`src/rtl/mem_access_stage.sv`:
```
// +------------------------------------------------------------------------+
// | Module   : mem_access_stage                                            |
// | Purpose  : RV64 memory-access pipeline stage. Accepts one instruction  |
// |            from execute, issues load/store traffic over a valid/ready  |
// |            request and a valid-only response channel, aligns and      |
// |            sign/zero-extends load data, and hands the result plus      |
// |            forwarded control to write-back with a one-cycle wb_valid.  |
// | Option   : MEM_MISALIGN_CHECK_EN - when defined, misaligned half/word/ |
// |            double accesses skip memory and report misaligned=1.        |
// | Ports    : clk, reset (sync, active-high)                              |
// |            execute side : mem_enable, alu_result, store_data,          |
// |                           control_signals_in                           |
// |            memory side  : dmem_req_valid/ready, dmem_we, dmem_addr,    |
// |                           dmem_wdata, dmem_wstrb, dmem_resp_valid,     |
// |                           dmem_resp_data                               |
// |            write-back   : alu_result_out, loaded_data,                 |
// |                           control_signals_out, wb_valid, misaligned    |
// |            pipeline     : stage_busy (execute stalls while high)       |
// | Revision : 1.0 - initial release                                       |
// +------------------------------------------------------------------------+
`default_nettype none

package mem_access_pkg;
  typedef struct packed {
    logic [6:0]  opcode;
    logic [2:0]  funct3;
    logic [4:0]  dest_reg;
    logic [63:0] pc;
  } control_signals_struct;
endpackage

module mem_access_stage
  import mem_access_pkg::*;
(
  input  logic                  clk,
  input  logic                  reset,
  input  logic                  mem_enable,
  input  logic [63:0]           alu_result,
  input  logic [63:0]           store_data,
  input  control_signals_struct control_signals_in,
  output logic                  dmem_req_valid,
  input  logic                  dmem_req_ready,
  output logic                  dmem_we,
  output logic [63:0]           dmem_addr,
  output logic [63:0]           dmem_wdata,
  output logic [7:0]            dmem_wstrb,
  input  logic                  dmem_resp_valid,
  input  logic [63:0]           dmem_resp_data,
  output logic [63:0]           alu_result_out,
  output logic [63:0]           loaded_data,
  output control_signals_struct control_signals_out,
  output logic                  wb_valid,
  output logic                  stage_busy,
  output logic                  misaligned
);

  localparam logic [6:0] C_OP_LOAD  = 7'b0000011;
  localparam logic [6:0] C_OP_STORE = 7'b0100011;
  localparam logic [6:0] C_OP_LUI   = 7'b0110111;

  typedef enum logic [1:0] {
    S_IDLE = 2'd0,
    S_REQ  = 2'd1,
    S_WAIT = 2'd2,
    S_DONE = 2'd3
  } state_t;

  state_t                state_q, state_d;
  // Instruction latched at acceptance; drives the request while it is in flight.
  logic [63:0]           alu_q, alu_d;
  logic [63:0]           store_q, store_d;
  control_signals_struct ctrl_q, ctrl_d;
  // Write-back facing registers; only change on entry to DONE.
  logic [63:0]           alu_out_q, alu_out_d;
  logic [63:0]           load_q, load_d;
  control_signals_struct ctrl_out_q, ctrl_out_d;
  logic                  mis_q, mis_d;

  logic                  w_in_mem;
  logic                  w_in_misalign;
  logic                  w_is_load;
  logic                  w_is_store;
  logic                  w_req;
  logic [2:0]            w_off;
  logic [63:0]           w_lane;
  logic [63:0]           w_load_ext;
  logic [7:0]            w_strb_base;

  assign w_in_mem   = (control_signals_in.opcode == C_OP_LOAD) ||
                      (control_signals_in.opcode == C_OP_STORE);
  assign w_is_load  = (ctrl_q.opcode == C_OP_LOAD);
  assign w_is_store = (ctrl_q.opcode == C_OP_STORE);
  assign w_off      = alu_q[2:0];
  assign w_req      = (state_q == S_REQ);

`ifdef MEM_MISALIGN_CHECK_EN
  // Natural alignment by access size (funct3[1:0]); bytes are never misaligned.
  function automatic logic misaligned_fn(input logic [1:0] size, input logic [2:0] off);
    case (size)
      2'b01:   misaligned_fn = off[0];
      2'b10:   misaligned_fn = |off[1:0];
      2'b11:   misaligned_fn = |off;
      default: misaligned_fn = 1'b0;
    endcase
  endfunction
  assign w_in_misalign = w_in_mem &&
                         misaligned_fn(control_signals_in.funct3[1:0], alu_result[2:0]);
`else
  assign w_in_misalign = 1'b0;
`endif

  // Right shift zero-fills, so bytes past the doubleword boundary read as 0.
  assign w_lane = dmem_resp_data >> {w_off, 3'b000};

  always_comb begin
    w_load_ext = w_lane;
    case (ctrl_q.funct3)
      3'b000:  w_load_ext = {{56{w_lane[7]}},  w_lane[7:0]};
      3'b001:  w_load_ext = {{48{w_lane[15]}}, w_lane[15:0]};
      3'b010:  w_load_ext = {{32{w_lane[31]}}, w_lane[31:0]};
      3'b100:  w_load_ext = {56'd0, w_lane[7:0]};
      3'b101:  w_load_ext = {48'd0, w_lane[15:0]};
      3'b110:  w_load_ext = {32'd0, w_lane[31:0]};
      default: w_load_ext = w_lane;
    endcase
  end

  always_comb begin
    w_strb_base = 8'h01;
    case (ctrl_q.funct3[1:0])
      2'b00:   w_strb_base = 8'h01;
      2'b01:   w_strb_base = 8'h03;
      2'b10:   w_strb_base = 8'h0F;
      default: w_strb_base = 8'hFF;
    endcase
  end

  always_ff @(posedge clk) begin
    if (reset) begin
      state_q    <= S_IDLE;
      alu_q      <= '0;
      store_q    <= '0;
      ctrl_q     <= '0;
      alu_out_q  <= '0;
      load_q     <= '0;
      ctrl_out_q <= '0;
      mis_q      <= 1'b0;
    end else begin
      state_q    <= state_d;
      alu_q      <= alu_d;
      store_q    <= store_d;
      ctrl_q     <= ctrl_d;
      alu_out_q  <= alu_out_d;
      load_q     <= load_d;
      ctrl_out_q <= ctrl_out_d;
      mis_q      <= mis_d;
    end
  end

  always_comb begin
    state_d    = state_q;
    alu_d      = alu_q;
    store_d    = store_q;
    ctrl_d     = ctrl_q;
    alu_out_d  = alu_out_q;
    load_d     = load_q;
    ctrl_out_d = ctrl_out_q;
    mis_d      = mis_q;
    case (state_q)
      S_IDLE: begin
        if (mem_enable) begin
          alu_d   = alu_result;
          store_d = store_data;
          ctrl_d  = control_signals_in;
          if (w_in_mem && !w_in_misalign) begin
            state_d = S_REQ;
          end else begin
            // No memory traffic: publish results straight from the inputs.
            state_d    = S_DONE;
            alu_out_d  = alu_result;
            ctrl_out_d = control_signals_in;
            mis_d      = w_in_misalign;
            load_d     = (control_signals_in.opcode == C_OP_LUI && !w_in_misalign)
                         ? alu_result : 64'd0;
            if (w_in_misalign) begin
              ctrl_out_d.dest_reg = 5'd0;
            end
          end
        end
      end
      S_REQ: begin
        if (dmem_req_ready) begin
          state_d = S_WAIT;
        end
      end
      S_WAIT: begin
        if (dmem_resp_valid) begin
          state_d    = S_DONE;
          alu_out_d  = alu_q;
          ctrl_out_d = ctrl_q;
          mis_d      = 1'b0;
          load_d     = w_is_load ? w_load_ext : 64'd0;
        end
      end
      S_DONE: begin
        state_d = S_IDLE;
      end
      default: begin
        state_d = S_IDLE;
      end
    endcase
  end

  // Request fields are driven only in REQ, so they read 0 in every other state.
  assign dmem_req_valid      = w_req;
  assign dmem_we             = w_req && w_is_store;
  assign dmem_addr           = w_req ? {alu_q[63:3], 3'b000} : 64'd0;
  assign dmem_wdata          = (w_req && w_is_store) ? (store_q << {w_off, 3'b000}) : 64'd0;
  assign dmem_wstrb          = (w_req && w_is_store) ? (w_strb_base << w_off) : 8'h00;

  assign alu_result_out      = alu_out_q;
  assign loaded_data         = load_q;
  assign control_signals_out = ctrl_out_q;
  assign misaligned          = mis_q;
  assign wb_valid            = (state_q == S_DONE);
  assign stage_busy          = (state_q != S_IDLE);

endmodule

`default_nettype wire
```
`config.mk`:
```
export PLATFORM = sky130hd
export DESIGN_NAME = mem_access_stage
export DESIGN_NICKNAME = d
export VERILOG_FILES = /design/src/rtl/mem_access_stage.sv
export SDC_FILE = /design/constraint.sdc
export NUM_CORES = 1
export LEC_CHECK = 0
export CORE_AREA = 2 2 240 242
export CTS_CLUSTER_SIZE = 10
export DETAILED_ROUTE_END_ITERATION = 7
export DIE_AREA = 0 0 242 244
export PLACE_DENSITY_LB_ADDON = 0.12
export SLEW_MARGIN = 20
export SYNTH_ARGS = -nofsm -noshare
export SYNTH_HDL_FRONTEND = slang
export SYNTH_SLANG_ARGS = --single-unit
export TNS_END_PERCENT = 5
```
`constraint.sdc`:
```
create_clock -name clk -period 3.15 [get_ports clk]
set_input_delay 0.63 -clock clk [delete_from_list [all_inputs] [get_ports clk]]
set_output_delay 0.63 -clock clk [all_outputs]
set_load 0.01 [all_outputs]
```
Yosys cells after proc, flatten, opt, wreduce, memory -nomap -nowiden. Index checks and enable logic that the tools add are counted.

Reductions and logical operators: 10. Eq/ne operators: 19. Mux-type cells: 28. Shift-type cells: 3.

Operators by type and width (count): 2-to-1 mux 64 bit (10); one-hot mux 64 bit (6 select lines) (1); one-hot mux 64 bit (2 select lines) (2); 2-to-1 mux 79 bit (3); one-hot mux 79 bit (2 select lines) (1); left shift 64 x 6 -> 64 bit (1); right shift 64 x 6 -> 64 bit (1); one-hot mux 8 bit (3 select lines) (1); equality test 7 x 6 -> 1 bit (second input constant) (3); equality test 7 x 2 -> 1 bit (second input constant) (2); equality test 3 bit (second input constant) (3); 2-to-1 mux 2 bit (4); 2-to-1 mux 8 bit (1); != test 2 bit (second input constant) (4); one-hot mux 2 bit (4 select lines) (1); left shift 8 x 3 -> 8 bit (1); equality test 2 bit (second input constant) (3); equality test 2 x 1 -> 1 bit (second input constant) (2); zero test 2 bit (2); AND reduction 4 bit (1); nonzero test 2 bit (2); equality test 3 x 1 -> 1 bit (second input constant) (1); equality test 3 x 2 -> 1 bit (second input constant) (1); zero test 3 bit (1); 6 further kinds (8).

Input bits: 276. Output and inout bits: 348. Register bits: 417.

Depth between registers and ports, before layout.
Depth after elaboration: 5. Depth in mapped cells: 10. Depth with buffers taken out: 7.

Worst setup path after synthesis. No wires, ideal clock.

Path type: register -> output. From: reg alu_q[2]. To: out dmem_wstrb[7]. Data arrival time: 1945 ps. Buffers on the path: 5. Stages on the path, launching flop included: 8. Path slack: 575 ps. Cells stage by stage: dfxtp_1 buf_6 buf_2 buf_2 clkbuf_1 buf_2 o21ai_0 a221oi_1.

Longest elaborated chain between the ends: 2.

RTL lines: start, declared (line 70) `logic [63:0] alu_q, alu_d;`; start signal, assigned (line 150) `alu_q <= alu_d;`; left shift 8 x 3 -> 8 bit (line 219) `assign dmem_wstrb = (w_req && w_is_store) ? (w_strb_base << w_off) : 8'h00;`; 2-to-1 mux 8 bit (line 219); end, declared (line 46) `output logic [7:0] dmem_wstrb,`.

Every way passes these cells.

Final worst setup path.
From: reg ctrl_q[74] (netlist name). To: out dmem_wdata[28].

Longest elaborated chain between the ends: 3.

RTL lines: start, declared (line 72) `control_signals_struct ctrl_q, ctrl_d;`; start signal, assigned (line 152) `ctrl_q <= ctrl_d;`; equality test 7 x 6 -> 1 bit (line 92) `assign w_is_store = (ctrl_q.opcode == C_OP_STORE);`; logical AND 1 bit (line 218) `assign dmem_wdata = (w_req && w_is_store) ? (store_q << {w_off, 3'b000}) : 64'd0;`; 2-to-1 mux 64 bit (line 218); end, declared (line 45) `output logic [63:0] dmem_wdata,`.

Every way passes these cells.

==> flow_summary.toml <==
[outcome]
status = "finished, violations left"
violations = "setup timing"

[finish]
nets = 3350
synthToLayoutAreaGrowth_pct = 39.93
final_common_cell = "clkdlybuf4s50_1"
final_cell_mix = "clkdlybuf4s50_1 (559), nand2_1 (476), dfxtp_1 (413)"
fillCellCount = 5284
final_cells = 3850
final_layout_size_suffix_gt1_share_pct = 8.442

[critical_path]
reg2reg_slack_ns = 0.34
r2r_start = "state_q[0]$_SDFFE_PP0P_"
path_max_fanout = 9
crit_path_end_kind = "output port"
crit_type = "register to output port"
regToRegEndpoint = "loaded_data[31]$_SDFFE_PP0P_"
start_kind = "register"
reg2reg_depth = 9
cp_data_arrival_time_ns = 2.67
crit_start = "ctrl_q[74]$_SDFFE_PP0P_"
cp.required_ns = 2.52

[global_routing]
gr-usage-all-layers_pct = 28.17
grt_pass1_wl_mm = 128.4
grt_max_degree = 208
antenna_found_initial = 15
first_global_vias = 20040
globalRouteOverflowTotal = 0

[clock_network]
tritoncts = "built"
htree_levels = 2
cts_hold_buf = 0
cts.path.max_buffers = 3
path_clk_slew_ns = 0.06
insertion_delay_ns = 0.59
root_buffer = "clkbuf_16"
clock_sinks = 416
cts_buffers = 49

[sta]
tightest_slew_ns = 1.072
fmax_mhz = 303.0
skew_ns = 0.01739
setup_violations = 13
hold_viol_final = 0
min_period_over_period_pct = 104.8
setup_tns_ns = -0.9365
rsz0062_at_grt = "yes"
drv_slew = 0
relSlewSlack_pct = 28.27
fin_crit_ns = 3.300
timing.final.ws_setup_ns = -0.1499

[floorplanning]
rows = 87
die_w_um = 242
initial_core_util_pct = 37.76
die_h_um = 244
die_area_um2 = 59050
ios = 624
coreArea_um2 = 56170

[logic_synthesis]
synth_seq_cells = 416
yosysTopAreaCell = "dfxtp_1"
yosys_warnings = 0
synthCells = 2564
synthArstFlopShare_pct = 0
synth.area.top_cells = "dfxtp_1 (39%), mux2i_1 (11%), nand2_1 (8.4%)"
syn_area_per_cell_um2 = 8.271
ys_seq_area_share_pct = 39.27
synth.top_cell.area_share_pct = 39.27
synthFlopType = "dfxtp_1"
syn_area_um2 = 21210
synth.distinct_cells = 58
synth-edff-count = 0

[drt]
drt_pass1_iterations = 5
drt_iter0_markers = 1674
drc = 0
ant_nets = 0
routed_via_density = 5.433
vias = 20920
routed_wl_mm = 87.25
wl_per_cell_um = 22.66

[worst_hold_path]
hold_class = "register to register"
min_to = "ctrl_q[36]$_SDFFE_PP0P_"
min-delay-start = "ctrl_q[36]$_SDFFE_PP0P_"
min_path_cells = 2

[placement]
dp.cells = 3772
numPortBuffers = 619
place.gp.congestion = 0.9442
hpwl_mm = 63.61

[power_and_ir_drop]
leakagePower_uw = 0.01102
max-vdd-ir-drop_v = 0.0008485
p_per_area_nw_per_um2 = 804.2
power_uw = 23870

[job]
maxCapViolations = 0
-- repair_timing --
item | in CTS | in global routing
setup buffers | 1 | 1
gates resized for setup | 76 | 38
pin swaps | 4 | 1
endpoints found under the setup margin | 134 | 77
-- worst max path at each step --
stage / end
floorplan: dmem_wstrb[7]
global placement: loaded_data[31]$_SDFFE_PP0P_
detailed placement: loaded_data[31]$_SDFFE_PP0P_
CTS: dmem_wdata[24]
global route: dmem_wdata[28]
finish: dmem_wdata[28]
-- synth_stat cells, types with 2 or more instances --
cell type and instances:
nand2_1 477, dfxtp_1 416, a21oi_1 264, nor2_1 254, mux2i_1 229, a211oi_1 182, clkbuf_1 158, and2_1 73
o21ai_0 71, buf_2 65, nor2b_1 35, nor3b_1 32, mux2_2 31, o211a_1 31, nor3_1 30, mux4_2 23
o41ai_2 23, a2bb2oi_1 21, a31oi_1 20, o22ai_1 15, nand3_1 14, buf_1 12, inv_1 12, a311o_1 8
o21a_1 8, buf_4 5, ha_1 5, a41oi_1 4, buf_6 4, a311oi_1 3, a32oi_1 3, nand2b_1 3
o32ai_1 3, a211oi_2 2, a221oi_1 2, and3_1 2, o221ai_1 2, o41ai_1 2
-- state kept, by name, summed over array words and instances, names as in the netlist --
register,count
alu_q,64
alu_result_out,64
control_signals_out,79
ctrl_q,79
loaded_data,64
state_q,2
store_q,64
-- layout make-up --
type	instances	area [um^2]	share of cell area [%]
antenna	14	35.03	0.1181
clock buffer	56	1272	4.288
clock inverter	6	92.59	0.3120
inverter	13	48.80	0.1644
multi-input combinational	1894	11940	40.22
sequential	416	8337	28.09
tap	756	945.9	3.187
timing repair buffer	695	7009	23.62
-- kinds of logic after synthesis --
logic type | synth area share [%]
compound gates | 21.30
simple gates | 19.01
buf+inv | 5.162
flops | 39.27
other cells | 0.01768
mux | 14.95
fa+ha+maj | 0.2950
-- power breakdown --
group / switching (uW) / internal [uW] / leakage [uW]
Clock: 2210 / 2910 / 0.000669
Sequential: 1010 / 6750 / 0.00342
Combinational: 6060 / 4930 / 0.00693
Total: 9280 / 14600 / 0.0110
-- critical path, stage by stage, from the launching register on --
cell             delay [ns]
dfxtp_1                0.34
nor4b_4                0.32
nand4_1                0.23
nand2b_4               0.22
buf_4                  0.19
nor2b_1                0.21
clkdlybuf4s50_1        0.57
-- through the flow --
step	cell area [um^2]	utilization (%)	setup slack, ns	hold slack, ns
after global placement	28240	50.27	0.1019	0.4408
after global routing	29670	52.82	-0.2775	0.4685
after floorplan	21220	-	0.5752	0.4334
after detailed placement	28240	50.27	-0.02156	0.4463
final	29680	52.83	-0.1499	0.4504
after CTS	29650	52.78	-0.2243	0.4540
-- per-layer routing --
layer	routed length [um]	part of all wire [%]	GRT usage, %	up-vias
li1	-	-	-	10040
met1	37290	43	36.45	9981
met2	41170	47	45.87	754
met3	5714	6.5	5.795	134
met4	3052	3.5	11.49	4
met5	27	0.031	0	-
Power figures use the tool's default switching activity.
